### config.mk
export PLATFORM = sky130hd
export DESIGN_NAME = mem_arbiter
export DESIGN_NICKNAME = d
export VERILOG_FILES = /design/src/rtl/mem_arbiter.sv
export SDC_FILE = /design/constraint.sdc
export NUM_CORES = 1
export LEC_CHECK = 0
export CAP_MARGIN = 30
export CORE_ASPECT_RATIO = 0.8
export CORE_MARGIN = 2
export CORE_UTILIZATION = 42
export CTS_CLUSTER_SIZE = 40
export DETAILED_ROUTE_END_ITERATION = 10
export PLACE_DENSITY = 0.78
export SETUP_SLACK_MARGIN = 0.1
export SYNTH_ARGS = -nofsm -noshare
export SYNTH_HDL_FRONTEND = slang
export SYNTH_SLANG_ARGS = --single-unit
### constraint.sdc
create_clock -name clk -period 2.3 [get_ports clk]
set_clock_uncertainty 0.05 [all_clocks]
set_input_delay 0.23 -clock clk [delete_from_list [all_inputs] [get_ports clk]]
set_output_delay 0.23 -clock clk [all_outputs]
set_load 0.01 [all_outputs]
### src/rtl/mem_arbiter.sv
// mem_arbiter: serialises i-fetch and data accesses onto one sync RAM.
// Define MEM_ARB_RR_EN for round-robin ties instead of data priority.
module mem_arbiter #(
  parameter int MEM_LAT    = 1,
  parameter int STARVE_MAX = 4
) (
  input  logic        clk,
  input  logic        reset,
  input  logic        i_req,
  input  logic [31:0] i_addr,
  output logic        i_ack,
  output logic [31:0] i_rdata,
  input  logic        d_req,
  input  logic        d_we,
  input  logic [31:0] d_addr,
  input  logic [31:0] d_wdata,
  output logic        d_ack,
  output logic [31:0] d_rdata,
  output logic        mem_en,
  output logic        mem_we,
  output logic [31:0] mem_addr,
  output logic [31:0] mem_wdata,
  input  logic [31:0] mem_rdata,
  output logic        busy
);

  typedef enum logic [1:0] {
    IDLE,
    ISSUE,
    WAIT,
    RESP
  } state_t;

  state_t      state_q, state_d;
  logic        win_i_q, win_i_d;
  logic        we_q, we_d;
  logic [2:0]  cnt_q, cnt_d;
  logic        i_ack_q, i_ack_d;
  logic        d_ack_q, d_ack_d;
  logic [31:0] i_rdata_q, i_rdata_d;
  logic [31:0] d_rdata_q, d_rdata_d;
  logic        mem_en_q, mem_en_d;
  logic        mem_we_q, mem_we_d;
  logic [31:0] mem_addr_q, mem_addr_d;
  logic [31:0] mem_wdata_q, mem_wdata_d;
  logic        busy_q, busy_d;
  logic        grant_i;

`ifdef MEM_ARB_RR_EN
  logic        last_i_q, last_i_d;
`else
  logic [3:0]  starve_q, starve_d;
`endif

  // Tie-break: decide whether instruction wins this IDLE sample
  always_comb begin
`ifdef MEM_ARB_RR_EN
    grant_i = i_req & (~d_req | ~last_i_q);
`else
    grant_i = i_req &
      (~d_req | (starve_q == 4'(STARVE_MAX)));
`endif
  end

  // Next-state and registered-output computation
  always_comb begin
    state_d     = state_q;
    win_i_d     = win_i_q;
    we_d        = we_q;
    cnt_d       = cnt_q;
    i_ack_d     = 1'b0;
    d_ack_d     = 1'b0;
    i_rdata_d   = i_rdata_q;
    d_rdata_d   = d_rdata_q;
    mem_en_d    = 1'b0;
    mem_we_d    = 1'b0;
    mem_addr_d  = mem_addr_q;
    mem_wdata_d = mem_wdata_q;
`ifdef MEM_ARB_RR_EN
    last_i_d    = last_i_q;
`else
    starve_d    = starve_q;
`endif
    unique case (state_q)
      IDLE: begin
        if (i_req || d_req) begin
          state_d  = ISSUE;
          win_i_d  = grant_i;
          we_d     = ~grant_i & d_we;
          mem_en_d = 1'b1;
          mem_we_d = ~grant_i & d_we;
          if (grant_i) begin
            mem_addr_d = i_addr;
          end else begin
            mem_addr_d  = d_addr;
            mem_wdata_d = d_wdata;
          end
`ifdef MEM_ARB_RR_EN
          last_i_d = grant_i;
`else
          if (grant_i) begin
            starve_d = '0;
          end else if (i_req &&
                       starve_q != 4'(STARVE_MAX)) begin
            starve_d = starve_q + 4'd1;
          end
`endif
        end
      end
      ISSUE: begin
        if (we_q) begin
          state_d = RESP;
          d_ack_d = 1'b1;
        end else begin
          state_d = WAIT;
          cnt_d   = 3'(MEM_LAT - 1);
        end
      end
      WAIT: begin
        if (cnt_q == 3'd0) begin
          state_d = RESP;
          if (win_i_q) begin
            i_rdata_d = mem_rdata;
            i_ack_d   = 1'b1;
          end else begin
            d_rdata_d = mem_rdata;
            d_ack_d   = 1'b1;
          end
        end else begin
          cnt_d = cnt_q - 3'd1;
        end
      end
      RESP: begin
        state_d = IDLE;
      end
      default: begin
        state_d = IDLE;
      end
    endcase
    busy_d = (state_d != IDLE);
  end

  // State and output registers, synchronous reset
  always_ff @(posedge clk) begin
    if (reset) begin
      state_q     <= IDLE;
      win_i_q     <= 1'b0;
      we_q        <= 1'b0;
      cnt_q       <= '0;
      i_ack_q     <= 1'b0;
      d_ack_q     <= 1'b0;
      i_rdata_q   <= '0;
      d_rdata_q   <= '0;
      mem_en_q    <= 1'b0;
      mem_we_q    <= 1'b0;
      mem_addr_q  <= '0;
      mem_wdata_q <= '0;
      busy_q      <= 1'b0;
`ifdef MEM_ARB_RR_EN
      last_i_q    <= 1'b0;
`else
      starve_q    <= '0;
`endif
    end else begin
      state_q     <= state_d;
      win_i_q     <= win_i_d;
      we_q        <= we_d;
      cnt_q       <= cnt_d;
      i_ack_q     <= i_ack_d;
      d_ack_q     <= d_ack_d;
      i_rdata_q   <= i_rdata_d;
      d_rdata_q   <= d_rdata_d;
      mem_en_q    <= mem_en_d;
      mem_we_q    <= mem_we_d;
      mem_addr_q  <= mem_addr_d;
      mem_wdata_q <= mem_wdata_d;
      busy_q      <= busy_d;
`ifdef MEM_ARB_RR_EN
      last_i_q    <= last_i_d;
`else
      starve_q    <= starve_d;
`endif
    end
  end

  assign i_ack     = i_ack_q;
  assign d_ack     = d_ack_q;
  assign i_rdata   = i_rdata_q;
  assign d_rdata   = d_rdata_q;
  assign mem_en    = mem_en_q;
  assign mem_we    = mem_we_q;
  assign mem_addr  = mem_addr_q;
  assign mem_wdata = mem_wdata_q;
  assign busy      = busy_q;

endmodule

Word-level counts from Yosys, hierarchy flattened --
Index checks and enable logic that the tools add are counted.
Cells by class: add/subtract/negate cells 2, multiply operators 0, divide/modulo/power cells 0, $lt $le $gt $ge 0, equality and inequality tests 7, shift operators 0, mux-type cells 16, bitwise operators 10, reduce and logical (&&, ||, !) cells 16
Operators by type and width (count):
- 32-bit 2-to-1 mux | 1
- 3-bit AND reduction | 5
- 4-bit 2-to-1 mux | 2
- 2-bit case mux with 4 select lines | 1
- 1-bit inverter | 7
- 1-bit 2-to-1 mux | 6
- 3-bit 2-to-1 mux | 2
- 3-bit case mux with 2 select lines | 1
- 2-bit nonzero test | 3
- 3-bit OR reduction | 2
- 4-bit by 1-bit adder with 4-bit output (second input constant) | 1
- 2-bit equality test (second input constant) | 2
- 4-bit by 3-bit equality test with 1-bit output (second input constant) | 1
- 2-bit 2-to-1 mux | 2
- 2-bit inequality test (second input constant) | 2
- 4-bit by 3-bit inequality test with 1-bit output (second input constant) | 1
- 3-bit zero test | 1
- 3-bit by 1-bit subtractor with 3-bit output (second input constant) | 1
- 1-bit bitwise AND | 2
- 2-bit by 1-bit equality test with 1-bit output (second input constant) | 1
- 2-bit zero test | 1
- 1-bit case mux with 2 select lines | 1
- 2-bit AND reduction | 1
- 2-bit OR reduction | 1
- other kinds (3) | 3
Storage, ports and cells: bits in registers 144, bits in latches 0, memory bits (writable) 0, bits in read-only memories 0, input port bits 133, output and inout bits 133, logic and storage cells 65, memories kept 0

Depth between registers and ports, before layout --
depth in word-level cells 5, gate-level depth with buffers 8, depth with buffers taken out 6

Least setup slack after synthesis --
OpenSTA, ideal clock, no wires.
path kind register to register, start point register state_q[0], end point register starve_q[3], library setup time 0.074 ns, arrival 1.448 ns, data required time 2.176 ns, slack 0.728 ns, stages on the path, launching flop included 7, buffers on the path 1, clock period less this slack 1.572 ns, cells stage by stage dfxtp_1 -> inv_1 -> ha_1 -> buf_2 -> nand2_1 -> or4b_1 -> a31oi_1
Between the ends: longest elaborated chain between the ends 2
RTL lines:
- start, declared | line 34 | state_t state_q, state_d;
- start signal, assigned | line 165 | state_q <= state_d;
- 2-bit zero test | line 84 | unique case (state_q)
- 3-bit AND reduction (no source line)
- end signal, assigned | line 181 | starve_q <= starve_d;
- end, declared | line 52 | logic [3:0] starve_q, starve_d;
Every way passes these cells. A chain may end at the register's enable or synchronous reset.

Worst setup path in the final report --
Ends and elaborated chain as after synthesis.

==> impl_metrics.csv <==
group,metric,value,unit
logic_synthesis,ys_ff_latch,144,
setup_path,required,2.60,ns
clocking,cts_made_buffers,17,
logic_synthesis,synth_nets,837,
global_routing,grt_pass1_vias,5693,
clocking,clkSinkCount,144,
logic_synthesis,ys_seq_area_frac,0.4753,
power,leakagePower,3.457,nW
sta,slew_viol_final,0,
cells_and_area,final_common_cell,"clkdlybuf4s50_1",
sta,finalHoldViolations,0,
global_routing,grt_max_degree,72,
floorplanning,core,0.01420,sq mm
sta,rsz0062_at_grt,"no",
clocking,cts.clk_slew.worst_paths,0.06,ns
drt,drtIter0Drc,408,
logic_synthesis,synthCells,696,
cells_and_area,diodes,0,
global_routing,grt_pass1_wl,28590,um
global_routing,grt_use_total,0.2277,
run,cap_viol_max_count,0,
global_routing,antenna_found_initial,0,
clocking,htree_num_levels,4,
sta,clock.fmax,499.1,MHz
drt,routed_wl,17600,um
clocking,cts_root_buffer,"clkbuf_16",
placed_design,place.gp.congestion,0.8207,
clocking,cts_setup_buffers,0,
sta,holdWs,0.3012,ns
drt,num_vias,5805,
setup_path,worst-setup-path-type,"register to register",
cells_and_area,area_delta_synth_final,56.82,%
global_routing,overflow,0,
drt,wl_per_cell,15.49,um
setup_path,cp-end-kind,"register",
clocking,cts_tree,"yes",
cells_and_area,layout-drive-gt1-share,0.06197,
drt,ant_nets,0,
cells_and_area,layout_common_cells,"clkdlybuf4s50_1, dfxtp_1, nand2_1",
run_status,status,"complete, no violations",
floorplanning,start_util,0.4271,
sta,tns,0,ns
logic_synthesis,syn-cell-area,0.006065,sq mm
power,p_per_area,1028,mW/mm^2
setup_path,rrSetupSlack,0.30,ns
cells_and_area,nFillCells,1161,
placed_design,dp_hpwl,12040,um
clocking,hold_buffers,0,
sta,tightestPinTransition,0.6104,ns
logic_synthesis,synth_area_leaders,"dfxtp_1, nand2_1, nand2b_1, a21oi_1, and4b_1",
floorplanning,rows,39,
setup_path,crit_path_start_kind,"register",
floorplanning,die_w,138.3,um
power,peakVddDrop,0.0006568,V
floorplanning,dieArea,0.01542,sq mm
setup_path,cp.arrival,2.30,ns
logic_synthesis,syn_area_per_cell,8.713,sq um
placed_design,portBuffers,265,
logic_synthesis,ys_warn_count,0,
floorplanning,ioPinCount,266,
sta,layout_worst_path_cycle_share,0.8711,
worst_hold_path,worstHoldPathType,"input port to register",
cells_and_area,finalNetCount,1080,
drt,drc,0,
logic_synthesis,synth_cell_type_count,35,
clocking,cts_buffer_depth,2,
logic_synthesis,synthDominantAreaCellType,"dfxtp_1",
drt,firstDrtPassIters,5,
clocking,insertion_delay,0.42,ns
logic_synthesis,synth_top_area_share,0.4753,
sta,slew_headroom,0.5931,
drt,viasPerCell,5.110,
clocking,cts_resized,0,
sta,finalSetupViolCount,0,
setup_path,cp_max_fo,14,
floorplanning,die_height,111.5,um
sta,layout_min_cycle_time,2.004,ns
-- cell families (layout without fill, tap and decap cells) --
logic type,count (synthesis),in the layout,synth area share
flip-flops,144,144,0.4753
adder cells (fa/ha/maj),8,8,0.01651
multiplexers,32,32,0.05282
AND/OR/NAND/NOR,323,323,0.2893
buffers and inverters,72,328,0.05302
AO/OA/AOI/OAI,117,117,0.1131
-- area by class of cell --
type / instances / area (sq um) / area share
clock buffer: 17 / 425.4 / 0.04473
clock inverter: 15 / 207.7 / 0.02184
inverter: 8 / 30.03 / 0.003157
multi-input combinational: 480 / 2861 / 0.3009
sequential: 144 / 2883 / 0.3031
tap: 184 / 230.2 / 0.02421
timing repair buffer: 288 / 2873 / 0.3021
-- cells in the mapped netlist --
| cell type | instances |
|---|---|
| a211oi_1 | 32 |
| a21o_1 | 1 |
| a21oi_1 | 73 |
| a22o_1 | 1 |
| a22oi_1 | 1 |
| a31oi_1 | 2 |
| and3_1 | 2 |
| and3b_1 | 2 |
| and4_1 | 1 |
| and4b_1 | 32 |
| buf_2 | 22 |
| buf_6 | 3 |
| clkbuf_1 | 38 |
| clkbuf_2 | 1 |
| dfxtp_1 | 144 |
| ha_1 | 8 |
| inv_1 | 8 |
| mux2i_1 | 32 |
| nand2_1 | 135 |
| nand2b_1 | 65 |
| nand3_1 | 3 |
| nand3b_1 | 3 |
| nand4_1 | 2 |
| nand4b_1 | 4 |
| nand4bb_1 | 2 |
| nor2_1 | 35 |
| nor3_1 | 1 |
| nor3b_1 | 1 |
| nor4_1 | 32 |
| o211ai_1 | 1 |
| o21a_1 | 1 |
| o21ai_0 | 4 |
| o21ai_2 | 1 |
| or4b_1 | 2 |
| or4b_2 | 1 |
-- metrics by stage --
| step | utilization | setup slack (ns) | std cells | area, sq um | power (W) |
|---|---|---|---|---|---|
| 3_5_place_dp | 0.6252 | 0.3036 | 1104 | 8877 | 0.006861 |
| 5_1_grt | 0.6698 | 0.1092 | 1136 | 9510 | 0.01032 |
| 2_1_floorplan | - | 0.7276 | 696 | 6065 | 0.005155 |
| 4_1_cts | 0.6698 | 0.2923 | 1136 | 9510 | 0.009846 |
| 3_3_place_gp | 0.6252 | 0.3758 | 1104 | 8877 | 0.006825 |
| 6_report | 0.6698 | 0.2964 | 1136 | 9510 | 0.009775 |
-- critical path, stage by stage (launching register included) --
cell     delay (ns)
dfxtp_1        0.33
inv_1          0.11
ha_1           0.48
nand2_1        0.28
or4b_1         0.54
a31oi_1        0.13
-- registers in the layout, indices dropped and copies added (netlist names), 2 cells and up --
name	cells
mem_addr	32
starve_q	4
mem_wdata	32
i_rdata	32
cnt_q	3
d_rdata	32
state_q	2
-- worst paths after layout --
check                endpoint  depth (start not counted)        start
setup / recovery  starve_q[3]                          5   state_q[0]
hold / removal    starve_q[0]                          2        reset
setup reg to reg  starve_q[3]                          5   state_q[0]
hold reg to reg   d_rdata[13]                          2  d_rdata[13]
-- where the power goes --
| part | total, W | switching [W] | internal, W |
|---|---|---|---|
| logic | 0.00351 | 0.00176 | 0.00175 |
| registers | 0.00332 | 0.000280 | 0.00304 |
| clock network | 0.00295 | 0.00112 | 0.00183 |
-- routing by layer --
metal | GRT usage | vias up | share of wire
li1 | - | 2896 | -
met1 | 0.2737 | 2670 | 0.43
met2 | 0.3693 | 205 | 0.47
met3 | 0.09247 | 34 | 0.081
met4 | 0.08367 | 0 | 0.023
met5 | 0 | - | 0
Note: power is estimated with default switching activity, not from simulation.
